[config.mk]
export PLATFORM = sky130hd
export DESIGN_NAME = layer_sequencer
export DESIGN_NICKNAME = d
export VERILOG_FILES = /design/src/rtl/layer_seq_pkg.sv /design/src/rtl/seq_watchdog.sv /design/src/rtl/layer_sequencer.sv
export SDC_FILE = /design/constraint.sdc
export NUM_CORES = 1
export LEC_CHECK = 0
export ABC_AREA = 1
export BUFFER_PORTS_ARGS = -buffer_cell sky130_fd_sc_hd__buf_4
export CORE_MARGIN = 2
export CORE_UTILIZATION = 55
export CTS_CLUSTER_DIAMETER = 150
export DETAILED_ROUTE_END_ITERATION = 7
export GPL_ROUTABILITY_DRIVEN = 0
export PLACE_DENSITY_LB_ADDON = 0.2
export SYNTH_ARGS = -nofsm -noshare
export SYNTH_HDL_FRONTEND = slang
export SYNTH_HIERARCHICAL = 1
export SYNTH_SLANG_ARGS = --single-unit
[constraint.sdc]
create_clock -name clk -period 2.8 [get_ports clk]
set_input_delay 0.28 -clock clk [delete_from_list [all_inputs] [get_ports clk]]
set_output_delay 0.28 -clock clk [all_outputs]
set_load 0.01 [all_outputs]
[src/rtl/layer_seq_pkg.sv]
// Shared types and constants for the layer sequencer: FSM state encoding,
// default sizing and a stage-index width helper that tolerates a single stage.
package layer_seq_pkg;

  typedef enum logic [1:0] {
    IDLE   = 2'd0,
    LAUNCH = 2'd1,
    WAIT   = 2'd2,
    ERROR  = 2'd3
  } seq_state_e;

  localparam int unsigned DEFAULT_STAGES  = 7;
  localparam int unsigned DEFAULT_TIMEOUT = 1024;

  // $clog2(1) is 0; a one-stage chain still needs a 1-bit index.
  function automatic int unsigned stage_width(input int unsigned n);
    return (n > 1) ? $clog2(n) : 1;
  endfunction

endpackage

[src/rtl/seq_watchdog.sv]
// Per-stage cycle watchdog: counts enabled cycles since the last clear and
// flags expiry once TIMEOUT_CYCLES cycles have elapsed, holding at the limit.
module seq_watchdog
  import layer_seq_pkg::*;
#(
  parameter int unsigned TIMEOUT_CYCLES = DEFAULT_TIMEOUT
) (
  input  logic clk,
  input  logic rst_n,
  input  logic i_clear,
  input  logic i_enable,
  output logic o_expired_c
);

  localparam int unsigned     CNT_W    = (TIMEOUT_CYCLES > 1) ? $clog2(TIMEOUT_CYCLES) : 1;
  localparam logic [CNT_W-1:0] CNT_LAST = CNT_W'(TIMEOUT_CYCLES - 1);

  logic [CNT_W-1:0] count_q, count_d;

  assign o_expired_c = (count_q == CNT_LAST);

  always_comb begin
    count_d = count_q;
    if (i_clear) begin
      count_d = '0;
    end else if (i_enable && !o_expired_c) begin
      count_d = count_q + CNT_W'(1);
    end
  end

  always_ff @(posedge clk or negedge rst_n) begin
    if (!rst_n) begin
      count_q <= '0;
    end else begin
      count_q <= count_d;
    end
  end

endmodule

[src/rtl/layer_sequencer.sv]
// Runs the conv/relu stage chain as one job with per-stage watchdog, abort and
// sticky error. Define LAYER_SEQ_PERF_EN to add the o_last_job_cycles counter.
module layer_sequencer
  import layer_seq_pkg::*;
#(
  parameter int unsigned NUM_STAGES     = DEFAULT_STAGES,
  parameter int unsigned TIMEOUT_CYCLES = DEFAULT_TIMEOUT,
  parameter int unsigned STAGE_W        = stage_width(NUM_STAGES)
) (
  input  logic                  clk,
  input  logic                  rst_n,
  input  logic                  i_start,
  input  logic                  i_abort,
  input  logic [NUM_STAGES-1:0] i_stage_done,
  output logic [NUM_STAGES-1:0] o_stage_start,
  output logic                  o_busy,
  output logic                  o_done_tick,
  output logic                  o_error,
  output logic [STAGE_W-1:0]    o_cur_stage
`ifdef LAYER_SEQ_PERF_EN
  ,
  output logic [31:0]           o_last_job_cycles
`endif
);

  seq_state_e              state_q, state_d;
  logic [NUM_STAGES-1:0]   stage_start_q, stage_start_d;
  logic                    busy_q, busy_d;
  logic                    done_tick_q, done_tick_d;
  logic                    error_q, error_d;
  logic [STAGE_W-1:0]      cur_stage_q, cur_stage_d;
  logic                    done_pend_q, done_pend_d;

  logic cur_done_c;
  logic last_stage_c;
  logic job_start_c;
  logic wd_clear_c;
  logic wd_enable_c;
  logic wd_expired_c;

  assign cur_done_c   = i_stage_done[cur_stage_q];
  assign last_stage_c = (cur_stage_q == STAGE_W'(NUM_STAGES - 1));

  seq_watchdog #(
    .TIMEOUT_CYCLES (TIMEOUT_CYCLES)
  ) u_watchdog (
    .clk         (clk),
    .rst_n       (rst_n),
    .i_clear     (wd_clear_c),
    .i_enable    (wd_enable_c),
    .o_expired_c (wd_expired_c)
  );

  // A done seen in the LAUNCH cycle is held in done_pend so WAIT can act on it.
  always_comb begin
    state_d       = state_q;
    cur_stage_d   = cur_stage_q;
    error_d       = error_q;
    done_tick_d   = 1'b0;
    done_pend_d   = 1'b0;
    job_start_c   = 1'b0;
    wd_clear_c    = 1'b0;
    wd_enable_c   = 1'b0;

    case (state_q)
      IDLE, ERROR: begin
        if (i_start) begin
          state_d     = LAUNCH;
          cur_stage_d = '0;
          error_d     = 1'b0;
          job_start_c = 1'b1;
          wd_clear_c  = 1'b1;
        end
      end
      LAUNCH: begin
        wd_enable_c = 1'b1;
        if (i_abort) begin
          state_d = IDLE;
        end else begin
          state_d     = WAIT;
          done_pend_d = cur_done_c;
        end
      end
      WAIT: begin
        wd_enable_c = 1'b1;
        if (i_abort) begin
          state_d = IDLE;
        end else if (cur_done_c || done_pend_q) begin
          if (last_stage_c) begin
            state_d     = IDLE;
            done_tick_d = 1'b1;
          end else begin
            state_d     = LAUNCH;
            cur_stage_d = cur_stage_q + STAGE_W'(1);
            wd_clear_c  = 1'b1;
          end
        end else if (wd_expired_c) begin
          state_d = ERROR;
          error_d = 1'b1;
        end
      end
      default: begin
        state_d = IDLE;
      end
    endcase

    stage_start_d = (state_d == LAUNCH) ? (NUM_STAGES'(1) << cur_stage_d) : '0;
    busy_d        = (state_d == LAUNCH) || (state_d == WAIT);
  end

  always_ff @(posedge clk or negedge rst_n) begin
    if (!rst_n) begin
      state_q       <= IDLE;
      stage_start_q <= '0;
      busy_q        <= 1'b0;
      done_tick_q   <= 1'b0;
      error_q       <= 1'b0;
      cur_stage_q   <= '0;
      done_pend_q   <= 1'b0;
    end else begin
      state_q       <= state_d;
      stage_start_q <= stage_start_d;
      busy_q        <= busy_d;
      done_tick_q   <= done_tick_d;
      error_q       <= error_d;
      cur_stage_q   <= cur_stage_d;
      done_pend_q   <= done_pend_d;
    end
  end

  assign o_stage_start = stage_start_q;
  assign o_busy        = busy_q;
  assign o_done_tick   = done_tick_q;
  assign o_error       = error_q;
  assign o_cur_stage   = cur_stage_q;

`ifdef LAYER_SEQ_PERF_EN
  localparam logic [31:0] CNT_MAX = 32'hFFFF_FFFF;

  logic [31:0] run_cnt_q, run_cnt_d;
  logic [31:0] last_cycles_q, last_cycles_d;
  logic [31:0] run_cnt_inc_c;

  // run_cnt is 0 in the first start-pulse cycle, so +1 at the last edge includes the tick cycle.
  always_comb begin
    run_cnt_inc_c = (run_cnt_q == CNT_MAX) ? CNT_MAX : run_cnt_q + 32'd1;
    run_cnt_d     = run_cnt_q;
    last_cycles_d = last_cycles_q;
    if (job_start_c) begin
      run_cnt_d = '0;
    end else if (busy_q) begin
      run_cnt_d = run_cnt_inc_c;
    end
    if (done_tick_d) begin
      last_cycles_d = run_cnt_inc_c;
    end
  end

  always_ff @(posedge clk or negedge rst_n) begin
    if (!rst_n) begin
      run_cnt_q     <= '0;
      last_cycles_q <= '0;
    end else begin
      run_cnt_q     <= run_cnt_d;
      last_cycles_q <= last_cycles_d;
    end
  end

  assign o_last_job_cycles = last_cycles_q;
`endif

endmodule

# Word level (Yosys, flattened, before mapping)
# Cells that the tools add are included.
# word_totals
wordCells,67
inputBits,11
output_inout_bits,13
ff_bits,26
# classes
n_eq_ne,11
addsub,2
n_lt_le_gt_ge,1
n_shift,1
reduce_logical,10
mux,34
# ops
op,count
$mux W10,2
$mux W1,17
$mux W3,4
$add A10 B1 Y10 const B,1
$eq A10 B10 Y1 const B,1
$mux W2,5
$mux W7,1
$shl A1 B3 Y7 const A,1
$eq A2 B2 Y1 const B,3
$ne A2 B2 Y1 const B,3
$pmux W2 S3,1
$pmux W3 S2,1
$reduce_and A5 Y1,1
$eq A2 B1 Y1 const B,2
$lt A3 B4 Y1 const B,1
$pmux W1 S2,2
$reduce_bool A2 Y1,2
$reduce_or A2 Y1,2
$add A3 B1 Y3 const B,1
$bmux W1 S3,1
$eq A3 B3 Y1 const B,1
$logic_not A2 Y1,1
$logic_or A1 B1 Y1,2
$ne A2 B1 Y1 const B,1
other kinds (2),2

# Longest topological paths before layout
# depth
ltp_word,8
mapped_depth,13
ltp_nobuf,13

# By module
# Netlist, hierarchy kept.
# by_module_without_submodules
mod,instances,seq_area_each_um2,area_per_inst_um2,cells_per_inst
layer_sequencer,1,400.4,915.9,109
seq_watchdog,1,250.2,665.6,98

# Least setup slack after synthesis
# No wires, ideal clock.
# synth_timing
kind,reg-to-reg
start,reg u_watchdog.count_q[0]
end,"reg stage_start_q[0], in the netlist o_stage_start[0]"
slack_ps,874
arrival_ps,1805
period_less_slack_ps,1926
stages_incl_launch_ff,14
required_ps,2679
setup_ps,121
path_buffers,0
path_cell_list,dfrtp_1 > ha_1 > nand2_2 > nor2_4 > nand3_1 > nor2_1 > o21ai_0 > o21ai_0 > nand3_1 > o21ai_0 > inv_1 > ha_1 > nand3_1 > nor2_1
# synth_between
elab_chain_len,7
# synth_rtl
element,line_no,rtl
"start, declared",seq_watchdog.sv:18,"logic [CNT_W-1:0] count_q, count_d;"
"start signal, assigned",seq_watchdog.sv:35,count_q <= count_d;
$eq A10 B10 Y1,seq_watchdog.sv:20,assign o_expired_c = (count_q == CNT_LAST);
named net wd_expired_c,layer_sequencer.sv:39,logic wd_expired_c;
$mux W2,layer_sequencer.sv:97,end else if (wd_expired_c) begin
$mux W2,layer_sequencer.sv:88,end else if (cur_done_c || done_pend_q) begin
$mux W2,layer_sequencer.sv:86,if (i_abort) begin
$pmux W2 S3,layer_sequencer.sv:65,case (state_q)
named net state_d[1],layer_sequencer.sv:26,"seq_state_e state_q, state_d;"
$eq A2 B1 Y1,layer_sequencer.sv:107,stage_start_d = (state_d == LAUNCH) ? (NUM_STAGES'(1) << cur_stage_d) : '0;
$mux W7,layer_sequencer.sv:107,
named net stage_start_d[0],layer_sequencer.sv:27,"logic [NUM_STAGES-1:0] stage_start_q, stage_start_d;"
"end signal, assigned",layer_sequencer.sv:122,stage_start_q <= stage_start_d;
"end, declared",layer_sequencer.sv:27,
# The timed path passes the listed nets, and every way through them passes these cells.
# A chain may end at the register's enable or synchronous reset.

# Worst setup path after layout
# layout_timing
start,reg u_watchdog.count_q[0]
end,"reg stage_start_q[2], in the netlist o_stage_start[2]"
# The elaborated chain is that of the path after synthesis.

==> flow_summary.yaml <==
placement:
  io_buffer_count: 23
  placed_area_mm2: 0.00177
  dpl.hpwl_um: 2410
sta:
  rsz0062_at_grt: "no"
  worst_slew_pin_slew_ps: 413
  finalHoldViolCount: 0
  clock_skew_ps: 12.5
  final.setup.tns_ps: 0
  fin_crit_ps: 2260
  slew_violations: 0
  relSlewSlack_pct: 72.4
  setup-violations-final: 0
  final_min_period_over_clock_period_pct: 80.8
  fmax_ghz: 0.442
routing:
  drcViolationCount: 0
  wl_per_cell_um: 12.0
  ant_nets: 0
  viasPerCell: 5.36
  initialDrtViolationCount: 57
  via_count: 1414
  routed_wl_um: 3180
  drt_pass1_iterations: 4
clock_tree:
  cts_buffers: 3
  clock_path_buffers: 2
  clock_latency_ps: 320
  cts_sinks: 26
  root_buffer: "clkbuf_4"
  htreeDepth: 1
  cts_resized: 0
  cts_tree: "done"
  clkTransAtPathRegs_ps: 150
synthesis:
  yosysSeqAreaShare_pct: 41.1
  synth_common_cells: "nand2_1, dfrtp_1, nand3_1, nor2_1, inv_1"
  async_reset_ff_share_pct: 100
  synth.top_cell.area_share_pct: 41.1
  synth_area_mm2: 0.00158
  avgSynthCellArea_um2: 7.64
  synth_cell_types: 28
  ys_seq_elements: 26
  synth_nets: 224
  synthFlopType: "dfrtp_1"
  synth_cells: 207
  synth.most_common_cell: "nand2_1"
  netlist_top_cells_area: "dfrtp_1, nand2_1, nand3_1, nor2_1, inv_1"
  yosys_warnings: 6
  yosysTopAreaCell: "dfrtp_1"
  synth_edf_count: 0
worst_setup_path:
  cp_data_arrival_time_ps: 2480
  r2r_slack_ps: 540
  path_delay_family: "simple AND/OR/NAND/NOR gates"
  crit_fanout: 4
  crit_slowest_cell: "dfrtp_1"
  worst-setup-path-type: "flip-flop to flip-flop"
  critPathLaunchType: "flip-flop"
  cpPeakStageDelay_ps: 420
  worstPathRequired_ps: 3020
  critPathCaptureType: "flip-flop"
  path_cells: "ha_1 -> nand2_2 -> nor2_4 -> nand3_1 -> nor2_1 -> o21ai_0 -> o21ai_0 -> nand3_1 -> o21ai_0 -> inv_1 -> ha_1 -> nand3_1 -> nor2_1"
  path_buf_inv: 1
final_layout:
  fin_area_mm2: 0.00184
  syn_to_final_growth_pct: 16.1
  nets: 251
  antenna_cells: 0
  drive_gt1_share_pct: 20.6
  num-fill-cells: 246
power_and_ir_drop:
  pwr_density_cell_mw_per_mm2: 844
  max-vdd-ir-drop_uv: 644
  p_leak_nw: 0.947
die:
  rows: 19
  initial_core_util_pct: 57.8
  die-width_um: 57.6
  ios: 24
  core_mm2: 0.00273
  die_area_mm2: 0.00332
  fp.dieH_um: 57.6
global_routing:
  grt_pass1_vias: 1328
  antenna_found_initial: 0
  grt_max_degree: 27
  grt.overflow.total: 0
  grtUsageTotal_pct: 21.4
  grt_pass1_wl_um: 5550
hold_path:
  hold_path_class: "input pin to flip-flop"
status:
  status: "finished, final reports clean"
run:
  cap_violations: 0
layout make-up:
cell class                      instances  area (µm²)  area share, %
Sequential cell                        26         651           35.4
Clock inverter                          1        30.0           1.64
Multi-Input combinational cell        153         813           44.3
Inverter                               26        97.6           5.32
Tap cell                               31        38.8           2.11
Clock buffer                            3        22.5           1.23
Timing Repair Buffer                   24         183           9.95
stage by stage:
step                      hold slack, ps  std cells  util [%]  setup slack [ps]  power (W)
final                                132        264      67.1               538    0.00155
after global routing                 118        264      67.1               222    0.00169
after CTS                            120        264      67.1               555    0.00156
after detailed placement             212        259      64.9               607    0.00130
after global placement               209        259      64.9               618    0.00128
after floorplan                    -15.6        207         -               874    0.00112
cells by family after synthesis:
kind of cell / share of synthesized area (%)
AOI/OAI and AO/OA: 5.22
and+or+nand+nor: 40.3
DFF: 41.1
xor gates and xnor gates: 1.11
buffers and inverters: 7.44
adders and majority gates: 4.75
per-layer routing:
layer	wire, µm	global-route usage (%)
met3	108	2.46
met2	1610	36.4
met5	0	0
met1	1380	28.1
met4	79	8.64
layout by cell type (no fill, tap or decap), drive strengths merged, types with 2 or more instances in the layout:
cell | Yosys | layout
a21oi | 2 | 2
buf | 2 | 23
clkbuf | 0 | 3
dfrtp | 26 | 26
ha | 6 | 6
inv | 26 | 26
nand2 | 67 | 67
nand3 | 31 | 31
nand4 | 3 | 3
nor2 | 27 | 27
nor3 | 2 | 2
o21ai | 8 | 8
power breakdown:
part / switching (W) / internal, W / leakage (nW)
Sequential: 0.0000857 / 0.000468 / 0.351
Clock: 0.000114 / 0.000145 / 0.0279
Combinational: 0.000477 / 0.000261 / 0.568
Total: 0.000677 / 0.000873 / 0.947
registers in the layout, summed over array words and instances, names as in the netlist:
register / count
done_pend_q: 1
u_watchdog/count_q: 10
o_done_tick: 1
o_busy: 1
o_error: 1
o_cur_stage: 3
o_stage_start: 7
state_q: 2
timing repair:
action,4_1_cts,5_1_grt
hold buffers,1,0
hold endpoints to repair,26,0
setup buffers,0,0
final timing paths:
kind | start | end | cells past startpoint
worst max-delay path | u_watchdog/count_q[0] | o_stage_start[2] | 13
worst min-delay path | i_abort | o_done_tick | 2
worst max register to register | u_watchdog/count_q[0] | o_stage_start[2] | 13
worst min register to register | o_error | o_error | 2
max in group asynchronous | rst_n | u_watchdog/count_q[3] | 2
min in group asynchronous | rst_n | u_watchdog/count_q[9] | 2
No activity file was read; power rests on OpenSTA's default activity.
